### src/rtl/counter_gen_pkg.sv
// counter_gen_pkg: shared types and elaboration-time helpers for counter_gen.
// Latency: n/a (types and constant functions only).
// Backpressure: n/a.
package counter_gen_pkg;

  // Boundary behaviour selector. MODE_RSVD decodes as saturate.
  typedef enum logic [1:0] {
    MODE_WRAP   = 2'd0,
    MODE_SAT    = 2'd1,
    MODE_BOUNCE = 2'd2,
    MODE_RSVD   = 2'd3
  } mode_t;

  // Two guard bits above the count width hold count +/- step without
  // losing the sign or the carry.
  localparam int ARITH_GUARD = 2;

  // Number of distinct values in the inclusive range [mn, mx].
  function automatic int range_of(input int mn, input int mx);
    return mx - mn + 1;
  endfunction

  // Parameter sanity: MIN < MAX fits in WIDTH bits, and the largest step
  // never exceeds the range, so a single +/-R correction is always enough.
  function automatic bit bounds_ok(input int width, input int step_w,
                                   input int mn, input int mx);
    return (mn >= 0) && (mn < mx) && (mx <= (1 << width) - 1) &&
           ((1 << step_w) - 1 <= range_of(mn, mx));
  endfunction

endpackage

### src/rtl/counter_gen_next.sv
// counter_gen_next: next-count computation for one step in the selected boundary mode.
// Latency: purely combinational.
// Backpressure: none; the caller decides whether the result is taken.
//
// Ports: count/step/dir_eff/mode in; next_count, evt (bound hit or crossed),
// flip_toggle (bounce reversal) out. A zero step yields count unchanged, no event.
module counter_gen_next
  import counter_gen_pkg::*;
#(
  parameter int WIDTH  = 8,
  parameter int STEP_W = 4,
  parameter int MIN    = 0,
  parameter int MAX    = (1 << WIDTH) - 1
) (
  input  logic [WIDTH-1:0]  count,
  input  logic [STEP_W-1:0] step,
  input  logic              dir_eff,
  input  mode_t             mode,
  output logic [WIDTH-1:0]  next_count,
  output logic              evt,
  output logic              flip_toggle
);

  localparam int SW = WIDTH + ARITH_GUARD;
  localparam logic signed [SW-1:0] MIN_S = SW'(MIN);
  localparam logic signed [SW-1:0] MAX_S = SW'(MAX);
  localparam logic signed [SW-1:0] RNG_S = SW'(range_of(MIN, MAX));

  logic signed [SW-1:0] cnt_s;
  logic signed [SW-1:0] step_s;
  logic signed [SW-1:0] t;

  always_comb begin
    cnt_s       = signed'(SW'(count));
    step_s      = signed'(SW'(step));
    t           = dir_eff ? (cnt_s - step_s) : (cnt_s + step_s);
    next_count  = count;
    evt         = 1'b0;
    flip_toggle = 1'b0;

    if (step != '0) begin
      next_count = WIDTH'(t);
      case (mode)
        MODE_WRAP: begin
          // Landing exactly on a bound is not a crossing in wrap mode.
          if (t > MAX_S) begin
            next_count = WIDTH'(t - RNG_S);
            evt        = 1'b1;
          end else if (t < MIN_S) begin
            next_count = WIDTH'(t + RNG_S);
            evt        = 1'b1;
          end
        end
        MODE_BOUNCE: begin
          if (t >= MAX_S) begin
            next_count  = WIDTH'(MAX_S);
            evt         = 1'b1;
            flip_toggle = 1'b1;
          end else if (t <= MIN_S) begin
            next_count  = WIDTH'(MIN_S);
            evt         = 1'b1;
            flip_toggle = 1'b1;
          end
        end
        default: begin
          // MODE_SAT and MODE_RSVD: clamp; sitting on a bound and pushing
          // outward re-fires the event every update.
          if (t >= MAX_S) begin
            next_count = WIDTH'(MAX_S);
            evt        = 1'b1;
          end else if (t <= MIN_S) begin
            next_count = WIDTH'(MIN_S);
            evt        = 1'b1;
          end
        end
      endcase
    end
  end

endmodule

### src/rtl/counter_gen.sv
// counter_gen: up/down counter with run-time step, programmable bounds and wrap/sat/bounce modes.
// Latency: one clk_2 cycle from input sampling to count/bnd_evt/ovf update.
// Backpressure: en=0 (or step=0) freezes all state; there is no ready/handshake.
//
// Ports: clk_2, reset_n (async, active-low); controls en, clr, load, load_val,
// dn, step, mode; outputs count, dir_eff, at_min, at_max, bnd_evt, ovf.
module counter_gen
  import counter_gen_pkg::*;
#(
  parameter int WIDTH  = 8,
  parameter int STEP_W = 4,
  parameter int MIN    = 0,
  parameter int MAX    = (1 << WIDTH) - 1
) (
  input  logic              clk_2,
  input  logic              reset_n,
  input  logic              en,
  input  logic              clr,
  input  logic              load,
  input  logic [WIDTH-1:0]  load_val,
  input  logic              dn,
  input  logic [STEP_W-1:0] step,
  input  mode_t             mode,
  output logic [WIDTH-1:0]  count,
  output logic              dir_eff,
  output logic              at_min,
  output logic              at_max,
  output logic              bnd_evt,
  output logic              ovf
);

  if (!bounds_ok(WIDTH, STEP_W, MIN, MAX)) begin : g_param_err
    $fatal(1, "counter_gen: illegal WIDTH/STEP_W/MIN/MAX combination");
  end

  localparam logic [WIDTH-1:0] MIN_W = WIDTH'(MIN);
  localparam logic [WIDTH-1:0] MAX_W = WIDTH'(MAX);

  logic [WIDTH-1:0] count_q, count_d;
  logic             flip_q, flip_d;
  logic             bnd_evt_q, bnd_evt_d;
  logic             ovf_q, ovf_d;

  logic [WIDTH-1:0] nxt_count;
  logic             nxt_evt;
  logic             nxt_flip_toggle;
  logic [WIDTH-1:0] load_clamped;

  assign dir_eff = dn ^ flip_q;

  counter_gen_next #(
    .WIDTH  (WIDTH),
    .STEP_W (STEP_W),
    .MIN    (MIN),
    .MAX    (MAX)
  ) u_next (
    .count       (count_q),
    .step        (step),
    .dir_eff     (dir_eff),
    .mode        (mode),
    .next_count  (nxt_count),
    .evt         (nxt_evt),
    .flip_toggle (nxt_flip_toggle)
  );

  // Compare as int so the clamp stays meaningful when a bound sits at the
  // edge of the WIDTH-bit range.
  always_comb begin
    load_clamped = load_val;
    if (int'(load_val) < MIN)      load_clamped = MIN_W;
    else if (int'(load_val) > MAX) load_clamped = MAX_W;
  end

  always_comb begin
    count_d   = count_q;
    flip_d    = flip_q;
    bnd_evt_d = 1'b0;
    ovf_d     = ovf_q;

    if (clr) begin
      count_d = MIN_W;
      flip_d  = 1'b0;
      ovf_d   = 1'b0;
    end else if (load) begin
      count_d = load_clamped;
    end else if (en && (step != '0)) begin
      count_d   = nxt_count;
      // flip only lives in bounce mode; any other mode drops it on update.
      flip_d    = (mode == MODE_BOUNCE) ? (flip_q ^ nxt_flip_toggle) : 1'b0;
      bnd_evt_d = nxt_evt;
      ovf_d     = ovf_q | nxt_evt;
    end
  end

  always_ff @(posedge clk_2 or negedge reset_n) begin
    if (!reset_n) begin
      count_q   <= MIN_W;
      flip_q    <= 1'b0;
      bnd_evt_q <= 1'b0;
      ovf_q     <= 1'b0;
    end else begin
      count_q   <= count_d;
      flip_q    <= flip_d;
      bnd_evt_q <= bnd_evt_d;
      ovf_q     <= ovf_d;
    end
  end

  assign count   = count_q;
  assign bnd_evt = bnd_evt_q;
  assign ovf     = ovf_q;
  assign at_min  = (count_q == MIN_W);
  assign at_max  = (count_q == MAX_W);

endmodule

### config.mk
export PLATFORM = sky130hd
export DESIGN_NAME = counter_gen
export DESIGN_NICKNAME = d
export VERILOG_FILES = /design/src/rtl/counter_gen_pkg.sv /design/src/rtl/counter_gen_next.sv /design/src/rtl/counter_gen.sv
export SDC_FILE = /design/constraint.sdc
export NUM_CORES = 1
export LEC_CHECK = 0
export CORE_MARGIN = 1.5
export CORE_UTILIZATION = 55
export DETAILED_ROUTE_END_ITERATION = 8
export HOLD_SLACK_MARGIN = 0.08
export PLACE_DENSITY = 0.89
export SYNTH_ARGS = -nofsm -noshare
export SYNTH_HDL_FRONTEND = slang
export SYNTH_HIERARCHICAL = 1
export SYNTH_SLANG_ARGS = --single-unit
export TNS_END_PERCENT = 5
### constraint.sdc
create_clock -name clk_2 -period 8.47 [get_ports clk_2]
set_clock_uncertainty 0.15 [all_clocks]
set_input_delay 1.694 -clock clk_2 [delete_from_list [all_inputs] [get_ports clk_2]]
set_output_delay 1.694 -clock clk_2 [all_outputs]
set_load 0.005 [all_outputs]
Word-level counts from Yosys, hierarchy flattened
Cells that the tools add are included.

Output and inout port bits: 13. Memories kept: 0. Word-level logic and storage cells: 55. Bits in read-only memories: 0. Flip-flop bits (word level): 11. Input port bits: 20. RAM bits: 0. Latch bits: 0.

Order comparisons: 4. Multipliers: 0. Add/subtract/negate cells: 4. Reductions and logical operators: 9. Div/mod/pow operators: 0. Bitwise operators: 3. Shift operators: 0. Mux-type cells: 28. Equality and inequality tests: 3.

Operators with widths (count): 8-bit two-way mux (9); 1-bit two-way mux (18); 10-bit by 9-bit greater-or-equal comparator with 1-bit output, second input constant (1); 10-bit by 9-bit > comparator with 1-bit output, second input constant (1); 10-bit by 1-bit less-or-equal comparator with 1-bit output, second input constant (1); 10-bit by 1-bit < comparator with 1-bit output, second input constant (1); 10-bit two-way mux (1); 8-bit by 4-bit adder with 9-bit output (1); 8-bit by 4-bit subtractor with 9-bit output (1); 8-bit by 1-bit adder with 8-bit output, second input constant (1); 8-bit == test, second input constant (1); 8-bit logical NOT (1); 8-bit by 1-bit subtractor with 8-bit output, second input constant (1); 3-bit nonzero test (2); 2-bit AND reduction (2); 4-bit nonzero test (1); 2-bit == test, second input constant (1); 2-bit logical NOT (1); 2-bit inequality test, second input constant (1); 2-bit nonzero test (1); 1-bit bitwise XOR (2); 1-bit logical AND (1); 1-bit bitwise OR (1).

Longest topological paths before layout
Depth after elaboration: 12. Gate-level depth with buffers: 13. Depth with buffers taken out: 13.

By module
Netlist, hierarchy kept.

Modules (own cells, without submodules): counter_gen_next (times used 1, sequential area each 0.0 um2, cells each 115, area each 777.0 um2); counter_gen (times used 1, sequential area each 275.3 um2, cells each 68, area each 675.6 um2).

Worst setup path before layout
OpenSTA, ideal clock, no wires.

Path kind: input to register. Start point: input dn. End point: register ovf_q (netlist: ovf). Setup time: 0.142 ns. Stages on the path: 10. Data required time: 8.178 ns. Arrival: 3.930 ns. Setup slack: 4.248 ns. Buffers on the path: 0. Cell sequence: xor2_1 -> or3b_4 -> o41a_1 -> a221o_1 -> and4_1 -> mux2i_1 -> o22ai_1 -> nor2b_1 -> a21oi_1 -> nor2_1.

Longest elaborated chain between the ends: 11. Elaborated cells on any way between the ends: 16. Classes of those cells: order compare: 4; mux: 10; bitwise: 2.

Ends and longest elaborated chain: start: declaration (RTL line counter_gen.sv:21) `input logic dn,`; 1-bit bitwise XOR * (RTL line counter_gen.sv:49) `assign dir_eff = dn ^ flip_q;`; 10-bit two-way mux * (RTL line counter_gen_next.sv:36) `t = dir_eff ? (cnt_s - step_s) : (cnt_s + step_s);`; 10-bit by 1-bit less-or-equal comparator with 1-bit output or 10-bit by 1-bit < comparator with 1-bit output (tied branches) (RTL line counter_gen_next.sv:59, counter_gen_next.sv:71, counter_gen_next.sv:49); 1-bit two-way mux (on tied branches) (RTL line counter_gen_next.sv:59, counter_gen_next.sv:71, counter_gen_next.sv:49); 1-bit two-way mux (on tied branches) (RTL line counter_gen_next.sv:55, counter_gen_next.sv:46); 1-bit two-way mux *; 1-bit two-way mux * (RTL line counter_gen_next.sv:41) `if (step != '0) begin`; via nxt_evt (RTL line counter_gen.sv:45) `logic nxt_evt;`; 1-bit bitwise OR * (RTL line counter_gen.sv:91) `ovf_d = ovf_q | nxt_evt;`; 1-bit two-way mux * (RTL line counter_gen.sv:86) `end else if (en && (step != '0)) begin`; 1-bit two-way mux * (RTL line counter_gen.sv:84) `end else if (load) begin`; 1-bit two-way mux * (RTL line counter_gen.sv:80) `if (clr) begin`; end signal: assignment (RTL line counter_gen.sv:105) `ovf_q <= ovf_d;`; end: declaration (RTL line counter_gen.sv:42) `logic ovf_q, ovf_d;`.

The timed path passes the listed nets; every way through them passes the cells marked *. The select of a mux whose other input is x is not followed. A chain may end at the register's enable or synchronous reset.

Final worst setup path
Start point: input dn. End point: output dir_eff.

Longest elaborated chain between the ends: 1.

Ends and longest elaborated chain: 1-bit bitwise XOR (RTL line counter_gen.sv:49); end: declaration (RTL line counter_gen.sv:25) `output logic dir_eff,`.

No other way between the ends.

==> impl_metrics.tcl <==
set metrics [dict create \
    outcome "finished, final reports clean" \
    finalNonFillerCells 241 \
    cts_tree "built" \
    grt_pass1_vias 1509 \
    nets 242 \
    firstDrtPassIters 4 \
    path_class "in2out" \
    layout_common_cells "32 x clkdlybuf4s50_1, 20 x nor3_1, 17 x nor2_1" \
    grt_util_all_layers_pct 29.9 \
    cp_num_buf_inv 2 \
    cts_setup_buffers 0 \
    critPathArrivalTime_ns 3.55 \
    rows 18 \
    htree_levels 1 \
    vdd_ir_drop_max_uv 108 \
    syn-cell-area_um2 1450 \
    grt_overflow 0 \
    ys_seq_area_share_pct 18.9 \
    ys.flop_type "dfrtp_1" \
    vias 1555 \
    syn2layout_area_growth_pct 24.4 \
    crit_top_cell "clkdlybuf4s50_1" \
    fin_setup_tns_ns 0 \
    crit_chain "clkdlybuf4s50_1, xor2_1, clkdlybuf4s50_1" \
    synth_cells 183 \
    wl_mm 3.96 \
    io_pins 33 \
    drtIter0Drc 67 \
    yosysWarnings 6 \
    hold_path_class "reg2reg" \
    clk_latency_ns 0.27 \
    num_antenna_cells 0 \
    critPathRequiredTime_ns 6.63 \
    initial_core_util_pct 58.6 \
    max_cap_viol_count 0 \
    design.die.area_um2 2960 \
    root_buffer "clkbuf_4" \
    endpoint_kind "output port" \
    hold_violations 0 \
    p_leak_uw 0.000711 \
    syn_nets 213 \
    grt_max_degree 28 \
    max_freq_mhz 185 \
    yosysTopAreaCell "dfrtp_1" \
    ant_nets 0 \
    hpwl_mm 3.02 \
    cts.clk_slew.worst_paths_ns 0.06 \
    die_x_um 54.4 \
    antenna_found_initial 0 \
    async_flop_share_pct 100 \
    core_um2 2480 \
    p_per_area_nw_per_um2 114 \
    setup_viol 0 \
    drive_above_1_share_pct 7.11 \
    placed_cells 237 \
    post_drt_wl_per_cell_um 16.4 \
    final_common_cell "clkdlybuf4s50_1" \
    numClockSinks 11 \
    synth_edf_count 0 \
    synth_top_area_share_pct 18.9 \
    cts_buffers 3 \
    cpPeakStageDelay_ns 0.74 \
    hold-worst-slack_ns 0.414 \
    yosys-top-cells-area "dfrtp_1 19%, a2111oi_2 8.3%, ha_1 6.9%" \
    post-route-period-util_pct 63.7 \
    cts_buffer_depth 2 \
    ys_ff_latch 11 \
    grt_pass1_wl_mm 6.58 \
    drc 0 \
    cp_slowest_cell "xor2_1" \
    io_buffers 32 \
    cts_resized 0 \
    viasPerCell 6.45 \
    relSlewSlack_pct 30.7 \
    ctsHoldBuffers 0 \
    gp_congestion 0.921 \
    cp_max_fo 14 \
    critPathLaunchType "input pin" \
    slew_viol_final 0 \
    tightest_slew_ns 1.04 \
    avgSynthCellArea_um2 7.94 \
    die_y_um 54.4 \
    synth_cell_type_count 50 \
    fin_crit_ns 5.40 \
    rsz0062_at_grt "false" \
    critical_path.top_delay_family "buffers and inverters" \
]
[path summary, 6_finish.rpt]
check                                    from              endpoint  slack [ns]  cells after the start
setup / recovery                           dn               dir_eff        3.07                      3
hold / removal                ovf$_DFFE_PN0P_       ovf$_DFFE_PN0P_        0.41                      2
setup reg to reg           flip_q$_DFFE_PN0P_       ovf$_DFFE_PN0P_        4.84                     10
hold reg to reg               ovf$_DFFE_PN0P_       ovf$_DFFE_PN0P_        0.41                      2
max in group asynchronous             reset_n    flip_q$_DFFE_PN0P_        6.24                      1
min in group asynchronous             reset_n  count[4]$_DFFE_PN0P_        1.60                      1
[power breakdown]
part	switching [uW]	internal [uW]	total [uW]
logic	55.8	49.9	106
clock network	17.4	18.2	35.6
registers	9.37	56.2	65.6
[flip-flops by register name (all words and copies together), names as in the netlist]
| signal | count |
|---|---|
| bnd_evt | 1 |
| count | 8 |
| flip_q | 1 |
| ovf | 1 |
[worst reg2reg max path, stage by stage, from the launching register on]
cell,delay (ns)
dfrtp_1,0.41
xor2_1,0.74
or3b_4,0.49
o41a_1,0.37
a221o_1,0.37
and4_1,0.21
mux2i_1,0.19
o22ai_1,0.12
nor2b_1,0.16
a21oi_1,0.20
nor2_1,0.07
[kinds of logic (layout without fill, tap and decap cells)]
kind of cell	after synthesis	count (layout)	synth area share, %
flops	11	11	18.9
compound gates	51	51	30.1
xor+xnor	6	6	3.62
mux	2	2	1.38
simple gates	78	78	29.5
buf+inv	25	53	6.72
fa+ha+maj	10	10	9.65
[routing by layer]
metal / global-route usage (%) / part of all wire (%)
met1: 37.8 / 44
met4: 8.75 / 0.91
met2: 54.4 / 51
met5: 0 / 0
met3: 1.37 / 4.5
[cells in the mapped netlist, types with 2 or more instances]
library cell,n
fa_1,2
o21ai_1,6
nand2_1,7
a21oi_1,8
o21ai_0,3
ha_1,8
nand3b_1,2
xnor2_1,3
nor2_1,17
nand2b_1,2
o211ai_1,2
clkbuf_1,6
nor3b_1,3
mux2i_1,2
nand3_1,5
nor3_1,20
buf_2,3
nor2b_1,7
or4_1,4
xor2_1,3
a211oi_1,3
a2111oi_2,8
o41a_1,3
inv_1,16
dfrtp_1,11
o22ai_1,4
nand4_1,2
[layout make-up]
cell class / instances / area (um^2)
inverter: 16 / 60.1
sequential: 11 / 275
tap: 30 / 37.5
clock buffer: 4 / 26.3
fill: 197 / 671
timing repair buffer: 33 / 328
multi-input combinational: 147 / 1080
[per-stage QoR]
step / area, um^2 / setup WS [ns] / utilization (%) / total power (uW)
final: 1810 / 3.07 / 72.9 / 207
after global routing: 1810 / 2.94 / 72.9 / 219
after CTS: 1810 / 3.06 / 72.9 / 205
after detailed placement: 1780 / 3.05 / 71.9 / 169
after global placement: 1780 / 3.15 / 71.9 / 165
after floorplan: 1450 / 4.25 / - / 132
Power figures use the tool's default switching activity.
